**src/rtl/lc3b_types.sv**
```systemverilog
// lc3b_types: shared LC-3b word type and data-memory controller state encoding
//   lc3b_word    : 16-bit machine word / byte address
//   dmem_state_t : IDLE (strobes low), DRAIN (write buffer to memory), LOAD (read for MEM stage)
package lc3b_types;
   typedef logic [15:0] lc3b_word;
   typedef enum logic [1:0] {IDLE, DRAIN, LOAD} dmem_state_t;
endpackage

```
**src/rtl/byte_lane_fmt.sv**
```systemverilog
// byte_lane_fmt: byte-lane placement for stores and lane extraction for loads
//   addr_lsb_i : byte address bit 0 (selects lane for byte accesses)
//   byte_i     : 1 = byte access, 0 = word access
//   wdata_i    : raw store data (byte stores use [7:0])
//   rdata_i    : raw memory read word
//   wdata_o    : lane-placed store data
//   be_o       : byte enables, [1]=high lane, [0]=low lane
//   rdata_o    : load result, zero-extended for byte loads
module byte_lane_fmt
   import lc3b_types::*;
(
   input  logic       addr_lsb_i,
   input  logic       byte_i,
   input  lc3b_word   wdata_i,
   input  lc3b_word   rdata_i,
   output lc3b_word   wdata_o,
   output logic [1:0] be_o,
   output lc3b_word   rdata_o
);
   assign be_o    = !byte_i ? 2'b11 : addr_lsb_i ? 2'b10 : 2'b01;
   assign wdata_o = !byte_i ? wdata_i : addr_lsb_i ? {wdata_i[7:0], 8'h00} : {8'h00, wdata_i[7:0]};
   assign rdata_o = !byte_i ? rdata_i : {8'h00, addr_lsb_i ? rdata_i[15:8] : rdata_i[7:0]};
endmodule

```
**src/rtl/dmem_access_ctrl.sv**
```systemverilog
// dmem_access_ctrl: sequences MEM-stage loads/stores onto the single data-memory port
//   clk, rst_n                  : clock, asynchronous active-low reset
//   req_read/req_write          : MEM-stage load/store request (both at once is illegal, treated as read)
//   req_byte/req_addr/req_wdata : access size, byte address, store data
//   req_stall/req_rdata         : pipeline hold, formatted load result
//   mem_*                       : data-memory port (strobes, aligned address, byte enables, data, resp)
//   perf_clear/stall_cnt        : saturating count of stalled cycles with synchronous clear
module dmem_access_ctrl
   import lc3b_types::*;
#(
   parameter int CNT_W = 16
)
(
   input  logic             clk,
   input  logic             rst_n,
   input  logic             req_read,
   input  logic             req_write,
   input  logic             req_byte,
   input  lc3b_word         req_addr,
   input  lc3b_word         req_wdata,
   output logic             req_stall,
   output lc3b_word         req_rdata,
   output logic             mem_read,
   output logic             mem_write,
   output lc3b_word         mem_address,
   output logic [1:0]       mem_byte_enable,
   output lc3b_word         mem_wdata,
   input  lc3b_word         mem_rdata,
   input  logic             mem_resp,
   input  logic             perf_clear,
   output logic [CNT_W-1:0] stall_cnt
);
   dmem_state_t      state_q, state_d;
   logic             buf_valid_q, buf_valid_d;
   lc3b_word         buf_addr_q, buf_addr_d, buf_wdata_q, buf_wdata_d;
   logic [1:0]       buf_be_q, buf_be_d;
   logic [CNT_W-1:0] cnt_q, cnt_d;
   lc3b_word         fmt_wdata, fmt_rdata, req_word_addr;
   logic [1:0]       fmt_be;
   logic             is_write, drain_done, load_done, store_acc;

   byte_lane_fmt u_fmt (
      .addr_lsb_i (req_addr[0]),
      .byte_i     (req_byte),
      .wdata_i    (req_wdata),
      .rdata_i    (mem_rdata),
      .wdata_o    (fmt_wdata),
      .be_o       (fmt_be),
      .rdata_o    (fmt_rdata)
   );

   assign req_word_addr = {req_addr[15:1], 1'b0};
   assign is_write      = req_write && !req_read;
   assign drain_done    = state_q == DRAIN && mem_resp;
   assign load_done     = state_q == LOAD && mem_resp;
   // a store may reload the buffer in the very cycle its previous contents drain
   assign store_acc     = is_write && (!buf_valid_q || drain_done);
   assign stall_cnt     = cnt_q;

   always_ff @(posedge clk or negedge rst_n)
      if (!rst_n) state_q <= IDLE;
      else state_q <= state_d;

   always_ff @(posedge clk or negedge rst_n)
      if (!rst_n) begin
         buf_valid_q <= 1'b0;
         buf_addr_q  <= '0;
         buf_wdata_q <= '0;
         buf_be_q    <= '0;
         cnt_q       <= '0;
      end else begin
         buf_valid_q <= buf_valid_d;
         buf_addr_q  <= buf_addr_d;
         buf_wdata_q <= buf_wdata_d;
         buf_be_q    <= buf_be_d;
         cnt_q       <= cnt_d;
      end

   // the IDLE visit after every response guarantees a strobe-low gap between transactions
   always_comb begin
      state_d     = state_q == IDLE ? (buf_valid_q ? DRAIN : req_read ? LOAD : IDLE) :
                    mem_resp ? IDLE : state_q;
      buf_valid_d = store_acc ? 1'b1 : drain_done ? 1'b0 : buf_valid_q;
      buf_addr_d  = store_acc ? req_word_addr : buf_addr_q;
      buf_wdata_d = store_acc ? fmt_wdata : buf_wdata_q;
      buf_be_d    = store_acc ? fmt_be : buf_be_q;
      cnt_d       = perf_clear ? '0 : (req_stall && !(&cnt_q)) ? cnt_q + 1'b1 : cnt_q;
   end

   always_comb begin
      mem_read        = state_q == LOAD;
      mem_write       = state_q == DRAIN;
      mem_address     = mem_write ? buf_addr_q : mem_read ? req_word_addr : '0;
      mem_byte_enable = mem_write ? buf_be_q : mem_read ? fmt_be : '0;
      mem_wdata       = mem_write ? buf_wdata_q : '0;
      req_stall       = req_read ? !load_done : is_write && !store_acc;
      req_rdata       = (req_read && load_done) ? fmt_rdata : '0;
   end

   a_no_rw: assert property (@(posedge clk) disable iff (!rst_n) !(req_read && req_write));
endmodule

```
**config.mk**
```make
export PLATFORM = sky130hd
export DESIGN_NAME = dmem_access_ctrl
export DESIGN_NICKNAME = d
export VERILOG_FILES = /design/src/rtl/lc3b_types.sv /design/src/rtl/byte_lane_fmt.sv /design/src/rtl/dmem_access_ctrl.sv
export SDC_FILE = /design/constraint.sdc
export NUM_CORES = 1
export LEC_CHECK = 0
export ABC_AREA = 1
export CAP_MARGIN = 20
export CORE_AREA = 2 2 86 104
export DETAILED_ROUTE_END_ITERATION = 12
export DIE_AREA = 0 0 88 106
export PLACE_DENSITY_LB_ADDON = 0.08
export SYNTH_ARGS = -nofsm -noshare
export SYNTH_HDL_FRONTEND = slang
export SYNTH_HIERARCHICAL = 1
export SYNTH_SLANG_ARGS = --single-unit
```
**constraint.sdc**
```tcl
create_clock -name clk -period 1.3 [get_ports clk]
set_input_delay 0.13 -clock clk [delete_from_list [all_inputs] [get_ports clk]]
set_output_delay 0.13 -clock clk [all_outputs]
set_load 0.005 [all_outputs]
```
---- Yosys cells after proc, flatten, opt, wreduce, memory -nomap -nowiden ----
Index checks and enable logic that the tools add are counted.
Widths: inputs -> output; s select.
cells by class
  $add $sub $neg .......................... 1
  eq/ne operators ......................... 2
  multiplexer cells ....................... 21
  reduce and logical (&&, ||, !) cells .... 18
operators with widths
  cell                   number
  $mux 16                9
  $add 16x1->16 const B  1
  $mux 2                 8
  $reduce_and 16->1      1
  $mux 8                 1
  $logic_and 1x1->1      7
  $reduce_bool 2->1      3
  $logic_not 1->1        5
  $mux 1                 3
  $eq 2x1->1 const B     1
  $eq 2x2->1 const B     1
  $logic_not 2->1        1
  $logic_or 1x1->1       1
storage, ports and cells
  flip-flop bits (word level) ............. 52
  input bits .............................. 55
  output and inout port bits .............. 69
  logic and storage cells ................. 48

---- Longest topological paths before layout ----
Gate-level depths: netlist (run 1).
  depth in word-level cells ............... 10
  gate-level depth with buffers ........... 10
  gate-level depth less buffers ........... 9

---- Cells and area by module ----
The synthesis (run 1) kept the hierarchy.
modules (own cells, without submodules)
  module            instances  cells an instance  area an instance (um^2)  seq. area each (um^2)
  dmem_access_ctrl  1          394                2,830.2                  1,301.2
  byte_lane_fmt     1          89                 405.4                    0.0

---- Worst setup path before layout (run 1) ----
No wires, ideal clock.
  path type ............................... reg2reg
  start ................................... reg cnt_q[0], in the netlist stall_cnt[0]
  end ..................................... reg cnt_q[3], in the netlist stall_cnt[3]
  library setup time ...................... 117 ps
  arrival ................................. 1,392 ps
  data required time ...................... 1,183 ps
  slack ................................... -209 ps
  cell stages (with the launch flop) ...... 11
  buffers on the path ..................... 1
  period minus slack after synthesis ...... 1,509 ps
  path through ............................ dfrtp_1 ha_1 nand3_2 clkinv_2 nand2_4 o21ai_2 nand2_2 clkinv_2 buf_8 nand2_1 nand2_1
between the ends
  cells in the longest elaborated chain, start to end .. 4
  elaborated cells on any way between the ends .. 7
  classes of those cells .................. add/sub (1); mux (2); reduce/logical (4)
RTL lines
  element                                                line                    source
  start, declared                                        dmem_access_ctrl.sv:37  logic [CNT_W-1:0] cnt_q, cnt_d;
  start signal, assigned                                 dmem_access_ctrl.sv:76  cnt_q <= cnt_d;
  branches (longest 4 deep; another with $add 16x1->16)  n/a
Parallel ways; which one is timed is not known. The select of a mux whose other input is x is not followed.
A chain may end at the register's enable or synchronous reset.

---- Worst setup path in the final report (run 1) ----
  start ................................... reg state_q[0]
  end ..................................... out mem_address[6]
between the ends
  cells in the longest elaborated chain, start to end .. 3
  elaborated cells on any way between the ends .. 4
  classes of those cells .................. eq/ne (2); mux (2)
RTL lines
  element                 line                    source
  start, declared         dmem_access_ctrl.sv:33  dmem_state_t state_q, state_d;
  start signal, assigned  dmem_access_ctrl.sv:62  else state_q <= state_d;
  $eq 2x2->1              dmem_access_ctrl.sv:91  mem_read = state_q == LOAD;
  $mux 16                 dmem_access_ctrl.sv:93  mem_address = mem_write ? buf_addr_q : mem_read ? req_word_addr : '0;
  $mux 16 (*)             dmem_access_ctrl.sv:93
  end, declared           dmem_access_ctrl.sv:25  output lc3b_word mem_address,
Every way passes the cells marked *; elsewhere a longest branch is shown, timed or not.

==> flow_summary.toml, run 1 <==
[outcome]
status = "finished, violations left"
violations = "negative setup slack"

[setup_path]
worstSetupPathType = "reg -> out"
worstPathArrival_ns = 1.56
cp_slowest_stage_delay_ns = 0.41
timing.rr.start = "state_q[1]$_DFFE_PN0P_"
crit_chain = "buf_6, nand2_4, clkinv_8, buf_12, nand2_1, o21ai_4, clkdlybuf4s15_2"
endpoint_kind = "output port"
slowest_stage = "dfrtp_1"
cp_max_fo = 9
ff2ff_setup_slack_ns = -0.32
cp-start-kind = "flip-flop"
r2r_end = "stall_cnt[9]$_DFFE_PN0P_"
critPathRequiredTime_ns = 1.17
reg2reg_depth = 11

[routing]
vias_per_cell = 4.69
drt_wl_total_um = 10200
drt-initial-drc-count = 74
drcViolationCount = 0
first_pass_iters = 4
vias = 3767
wl_per_cell_um = 12.6
ant_nets = 0

[timing]
fmax_mhz = 593
rsz0062_at_grt = "true"
min_period_ns = 1.69
fin_skew_ns = 0.00819
finalHoldViolCount = 0
setup_ws_ns = -0.388
setup_viol = 102
finalMaxSlewViolations = 0
min_period_over_period_pct = 130
hold_slack_ns = 0.327

[clocking]
worstSkewPairLatency_ns = 0.31
cts_inserted_buffers = 5
ctsLongestPathBuffers = 2
cts_tree = "yes"
htreeDepth = 2
clkSinkCount = 52
clk_pin_slew_ns = 0.10
clock-root-buffer = "clkbuf_8"

[global_route]
grt_pass1_wl_um = 17000
grt_overflow = 0
grt_pass1_vias = 3821
antenna_found_initial = 0
grtUsageTotal_pct = 22.8
grt_max_degree = 53

[die]
die_w_um = 88
ioPinCount = 124
start_util_pct = 38.6
core_area_mm2 = 0.00838
dieArea_mm2 = 0.00933
rows = 37
die_h_um = 106

[layout]
antenna_cells = 0
area_delta_synth_final_pct = 72.6
nFillCells = 733
final_cells = 803
layout.nets = 741
drive_above_1_share_pct = 31.6

[min_path]
hp-class = "in -> async"

[synthesis]
ys_ff_latch = 52
ys.flop_type = "dfrtp_1"
syn-mean-instance-area_um2 = 6.70
synth.distinct_cells = 30
synth-async-reset-ratio_pct = 100
synth_edf_count = 0
synth_warnings = 6
syn-cell-area_mm2 = 0.00324
syn_nets = 539
seq_area_frac_synth_pct = 40.2
netlist_instances = 483

[power_and_ir_drop]
peakVddDrop_v = 0.000864
power.density_mw_per_mm2 = 1430
p_leak_nw = 2.99

[placed_design]
io_buffer_count = 122
post-dp-hpwl_um = 6760
numPlacedInstances = 766
place_congestion = 0.820

[run]
max_cap_viol_count = 0
==> flip-flops by register name (all words and copies together), names as in the netlist <==
name,cells
stall_cnt,16
buf_addr_q,15
state_q,2
buf_wdata_q,16
buf_valid_q,1
buf_be_q,2
==> metrics by stage <==
stage	utilization, %	TNS, ns	power [mW]	cell area [um2]	setup WS (ns)
finish	66.6	-27.17	7.99	5580	-0.388
global route	66.6	-35.48	8.59	5580	-0.450
CTS	64.3	-23.68	7.66	5390	-0.362
detailed placement	59.8	-28.42	6.01	5010	-0.521
global placement	59.8	-26.30	5.95	5010	-0.481
floorplan	-	-2.28	3.91	3260	-0.155
==> synth_stat cells (2+ instances only) <==
master	n	share of area, %
a21oi_1	16	2.5
buf_2	5	0.77
buf_4	2	0.46
buf_6	4	1.4
buf_8	2	0.93
clkbuf_1	6	0.70
clkinv_2	2	0.31
dfrtp_1	52	40
inv_1	74	8.6
inv_2	3	0.35
nand2_1	123	14
nand2_2	7	1.4
nand2_4	2	0.70
nand3_1	31	4.8
nand4_1	13	2.5
nor2_1	85	9.9
o21ai_0	33	5.1
o21ai_1	3	0.46
o21bai_1	5	1.2
xor2_1	5	1.4
==> layout by cell type, fill, tap and decap left out, drive strengths merged, types with 4 or more instances in the layout <==
| cell type | n |
|---|---|
| a21oi | 16 |
| buf | 133 |
| clkbuf | 6 |
| clkdlybuf4s15 | 9 |
| clkdlybuf4s50 | 53 |
| clkinv | 4 |
| dfrtp | 52 |
| dlygate4sd2 | 16 |
| inv | 77 |
| nand2 | 132 |
| nand3 | 32 |
| nand4 | 13 |
| nor2 | 86 |
| o21ai | 37 |
| o21bai | 5 |
| xor2 | 5 |
==> metal layers <==
metal  track usage (%)  up-vias  part of all wire, %  routed length (um)
met4              11.3        0                  4.1                 418
met5                 0        -                    0                   0
li1                  -     1883                    -                   -
met2              39.7      116                   51                5170
met1              26.6     1732                   40                4060
met3              3.65       36                  5.0                 504
==> cells by family (layout without fill, tap and decap cells) <==
kind of cell / Yosys count / count (layout) / synth area share, %
xor+xnor: 5 / 5 / 1.35
fa+ha+maj: 1 / 1 / 0.387
simple gates: 265 / 265 / 34.5
flops: 52 / 52 / 40.2
buf+inv: 100 / 303 / 13.7
compound gates: 59 / 59 / 9.67
other cells: 1 / 1 / 0.116
==> final cells by class <==
cell class	instances	area, um2	share of cell area, %
timing repair buffer	214	1970	35.2
multi-input combinational	331	1730	31.0
sequential	52	1300	23.3
inverter	80	328	5.87
tap	117	146	2.62
clock buffer	6	82.6	1.48
clock inverter	2	15.0	0.269
timing repair inverter	1	8.76	0.157
==> power breakdown <==
group	internal (mW)	switching, mW	leakage (nW)
Combinational	2.34	2.22	2.30
Clock	0.432	0.567	0.0434
Sequential	2.18	0.250	0.644
==> worst max path at each step <==
stage                                         from                         to  slack (ns)  cells past startpoint
after floorplan           stall_cnt[1]$_DFFE_PN0P_  stall_cnt[10]$_DFFE_PN0P_       -0.15                      9
after global placement      state_q[1]$_DFFE_PN0P_             mem_address[9]       -0.48                      5
after detailed placement    state_q[1]$_DFFE_PN0P_             mem_address[9]       -0.52                      5
after CTS                   state_q[0]$_DFFE_PN0P_               req_rdata[8]       -0.36                      7
after global routing        state_q[0]$_DFFE_PN0P_              req_rdata[14]       -0.45                      7
final                       state_q[0]$_DFFE_PN0P_             mem_address[6]       -0.39                      7
==> worst max-delay path: cells and delay by family, from the launching register on <==
kind                   cells  cell delay, ns
buffers and inverters      4            0.57
DFF                        1            0.41
and+or+nand+nor            2            0.20
AOI/OAI and AO/OA          1            0.07
==> what timing repair did <==
action	CTS	global route
hold buffers	1	0
buffers inserted	17	4
resized for setup	296	48
pin swaps	11	9
cloned	8	0
setup endpoints to repair	117	103
endpoints found under the hold margin	52	0
Note: power is estimated with default switching activity, not from simulation.
==> run 2, diff against run 1 <==
--- a/config.mk
+++ b/config.mk
@@ -6,7 +6,7 @@
 export NUM_CORES = 1
 export LEC_CHECK = 0
 export ABC_AREA = 1
-export CAP_MARGIN = 20
+export CAP_MARGIN = 0
 export CORE_AREA = 2 2 86 104
 export DETAILED_ROUTE_END_ITERATION = 12
 export DIE_AREA = 0 0 88 106
==> results of run 2 <==
Final layout, timing and power as in run 1 (identical DEF).
==> run 3, diff against run 2 <==
--- a/config.mk
+++ b/config.mk
@@ -10,7 +10,7 @@
 export CORE_AREA = 2 2 86 104
 export DETAILED_ROUTE_END_ITERATION = 12
 export DIE_AREA = 0 0 88 106
-export PLACE_DENSITY_LB_ADDON = 0.08
+export PLACE_DENSITY = 0.71
 export SYNTH_ARGS = -nofsm -noshare
 export SYNTH_HDL_FRONTEND = slang
 export SYNTH_HIERARCHICAL = 1
==> run 3 against run 2 <==
The flow still finishes with violations (negative setup slack); fmax is 2.0% higher; power shrank 8.4%; critical path depth unchanged; cell count shrank 1.2%; non-clock buffer count fell by 10; sequential share of layout area rose by 1.2 points; worst setup slack better by 0.033 ns; via count up 0.40%; die area unchanged; global-route usage is 0.12 points higher.
==> flow_summary.toml, run 3 (synthesis gave the netlist of run 1 again) <==
[outcome]
status = "finished, violations left"
violations = "negative setup slack"

[timing]
fin_skew_ns = 0.00538
finalMaxSlewViolations = 0
rsz0062_at_grt = "true"
min_period_over_period_pct = 127
fmax_mhz = 604
finalHoldViolCount = 0
setup_viol = 101
setup_ws_ns = -0.354
min_period_ns = 1.65

[clocking]
ctsLongestPathBuffers = 2
clkSinkCount = 52
cts_inserted_buffers = 5
htreeDepth = 2
cts_tree = "yes"
clock-root-buffer = "clkbuf_8"
clk_pin_slew_ns = 0.10
worstSkewPairLatency_ns = 0.31

[power_and_ir_drop]
power.density_mw_per_mm2 = 1380
switchingPower_mw = 2.80
seqPwrFrac_pct = 33.3
clkPwrFrac_pct = 13.6
p_leak_nw = 2.92
pwr-share-comb_pct = 53.1
internal_power_mw = 4.52
peakVddDrop_v = 0.000617
p_total_mw = 7.32
swShare_pct = 38.3

[setup_path]
worstPathArrival_ns = 1.52
ff2ff_setup_slack_ns = -0.27
endpoint_kind = "output port"
critPathRequiredTime_ns = 1.17
reg2reg_depth = 11
cp_max_fo = 8
cp-start-kind = "flip-flop"
worstSetupPathType = "reg -> out"

[global_route]
grt_overflow = 0
grt_max_degree = 34
grtUsageTotal_pct = 22.9
grt_pass1_wl_um = 17000
antenna_found_initial = 0
grt_pass1_vias = 3773

[min_path]
hp-class = "in -> async"

[routing]
drcViolationCount = 0
vias = 3782
drt_wl_total_um = 10400
wl_per_cell_um = 13.1
first_pass_iters = 4
ant_nets = 0
vias_per_cell = 4.77
drt-initial-drc-count = 141

[layout]
layout.nets = 731
final_cells = 793
final_util_pct = 63.3
drive_above_1_share_pct = 29.3
antenna_cells = 0
layout_commonest_cell = "nand2_1"
layout_common_cells = "nand2_1 (117), inv_1 (72), nor2_1 (66), buf_4 (54), clkdlybuf4s50_1 (53)"
area_delta_synth_final_pct = 63.9
nFillCells = 766

[die]
start_util_pct = 38.6
die_w_um = 88
dieArea_mm2 = 0.00933
core_area_mm2 = 0.00838
rows = 37
ioPinCount = 124
die_h_um = 106

[placed_design]
place_congestion = 0.834
post-dp-hpwl_um = 7170
numPlacedInstances = 758
io_buffer_count = 122

[run]
max_cap_viol_count = 0
## run 3: cell count changes in the layout (fill, tap and decap cells not counted), moves of 5 or more
cell             change
nor2_4              -13
buf_2                +8
buf_6                -7
clkdlybuf4s15_2      -7
buf_4                -5
nor2_1              +11
o21ai_2              +7
o21ai_1              -6
## run 3: path summary, 6_finish.rpt
check	endpoint	start
worst min register to register	buf_addr_q[12]$_DFFE_PN0P_	buf_addr_q[12]$_DFFE_PN0P_
worst min-delay path	buf_addr_q[4]$_DFFE_PN0P_	rst_n
min in group clk	buf_addr_q[7]$_DFFE_PN0P_	req_addr[7]
worst max-delay path	req_rdata[14]	state_q[0]$_DFFE_PN0P_
worst max register to register	stall_cnt[7]$_DFFE_PN0P_	state_q[0]$_DFFE_PN0P_
max in group asynchronous	buf_wdata_q[8]$_DFFE_PN0P_	rst_n
## run 3: layer usage
| layer | track usage (%) | routed length [um] |
|---|---|---|
| met5 | 0 | 0 |
| met4 | 6.92 | 187 |
| met3 | 4.89 | 621 |
| met2 | 41.7 | 5520 |
| met1 | 26.3 | 4070 |
## run 3: power groups by stage
stage | logic, mW | registers (mW) | clock network (mW)
2_1_floorplan | 1.50 | 2.41 | 0
4_1_cts | 3.80 | 2.43 | 1.03
6_report | 3.89 | 2.44 | 0.995
5_1_grt | 4.30 | 2.49 | 1.08
3_5_place_dp | 3.58 | 2.45 | 0
3_3_place_gp | 3.50 | 2.42 | 0
## run 3: what timing repair did
action                                  in CTS  in global routing
cloned                                       5                  1
pin swaps                                    3                  2
endpoints found under the setup margin     100                102
hold buffers                                 1                  0
endpoints found under the hold margin       15                  0
gates resized for setup                    301                 20
setup buffers                               18                  3
## run 3: final cells by class
class / count / area, um2 / area share, %
timing repair buffer: 204 / 1780 / 33.5
multi-input combinational: 331 / 1650 / 31.2
sequential: 52 / 1300 / 24.6
inverter: 80 / 324 / 6.11
tap: 117 / 146 / 2.76
clock buffer: 8 / 90.1 / 1.70
timing repair inverter: 1 / 8.76 / 0.165
## run 3: stage by stage
| stage | setup slack, ns | cell area [um2] | hold slack (ns) | TNS (ns) |
|---|---|---|---|---|
| 4_1_cts | -0.314 | 5240 | 0.294 | -18.30 |
| 2_1_floorplan | -0.155 | 3260 | -0.166 | -2.28 |
| 3_5_place_dp | -0.569 | 4960 | 0.107 | -33.43 |
| 3_3_place_gp | -0.554 | 4960 | 0.117 | -32.22 |
| 6_report | -0.354 | 5300 | 0.292 | -22.23 |
| 5_1_grt | -0.420 | 5300 | 0.335 | -30.14 |
## run 3: worst max-delay path, cell delays in order, from the launching register on
cell and delay, ns:
dfrtp_1 0.42, buf_6 0.13, nor2_4 0.10, buf_6 0.11, nand3_4 0.08, buf_12 0.17
nor2_4 0.09, buf_2 0.11
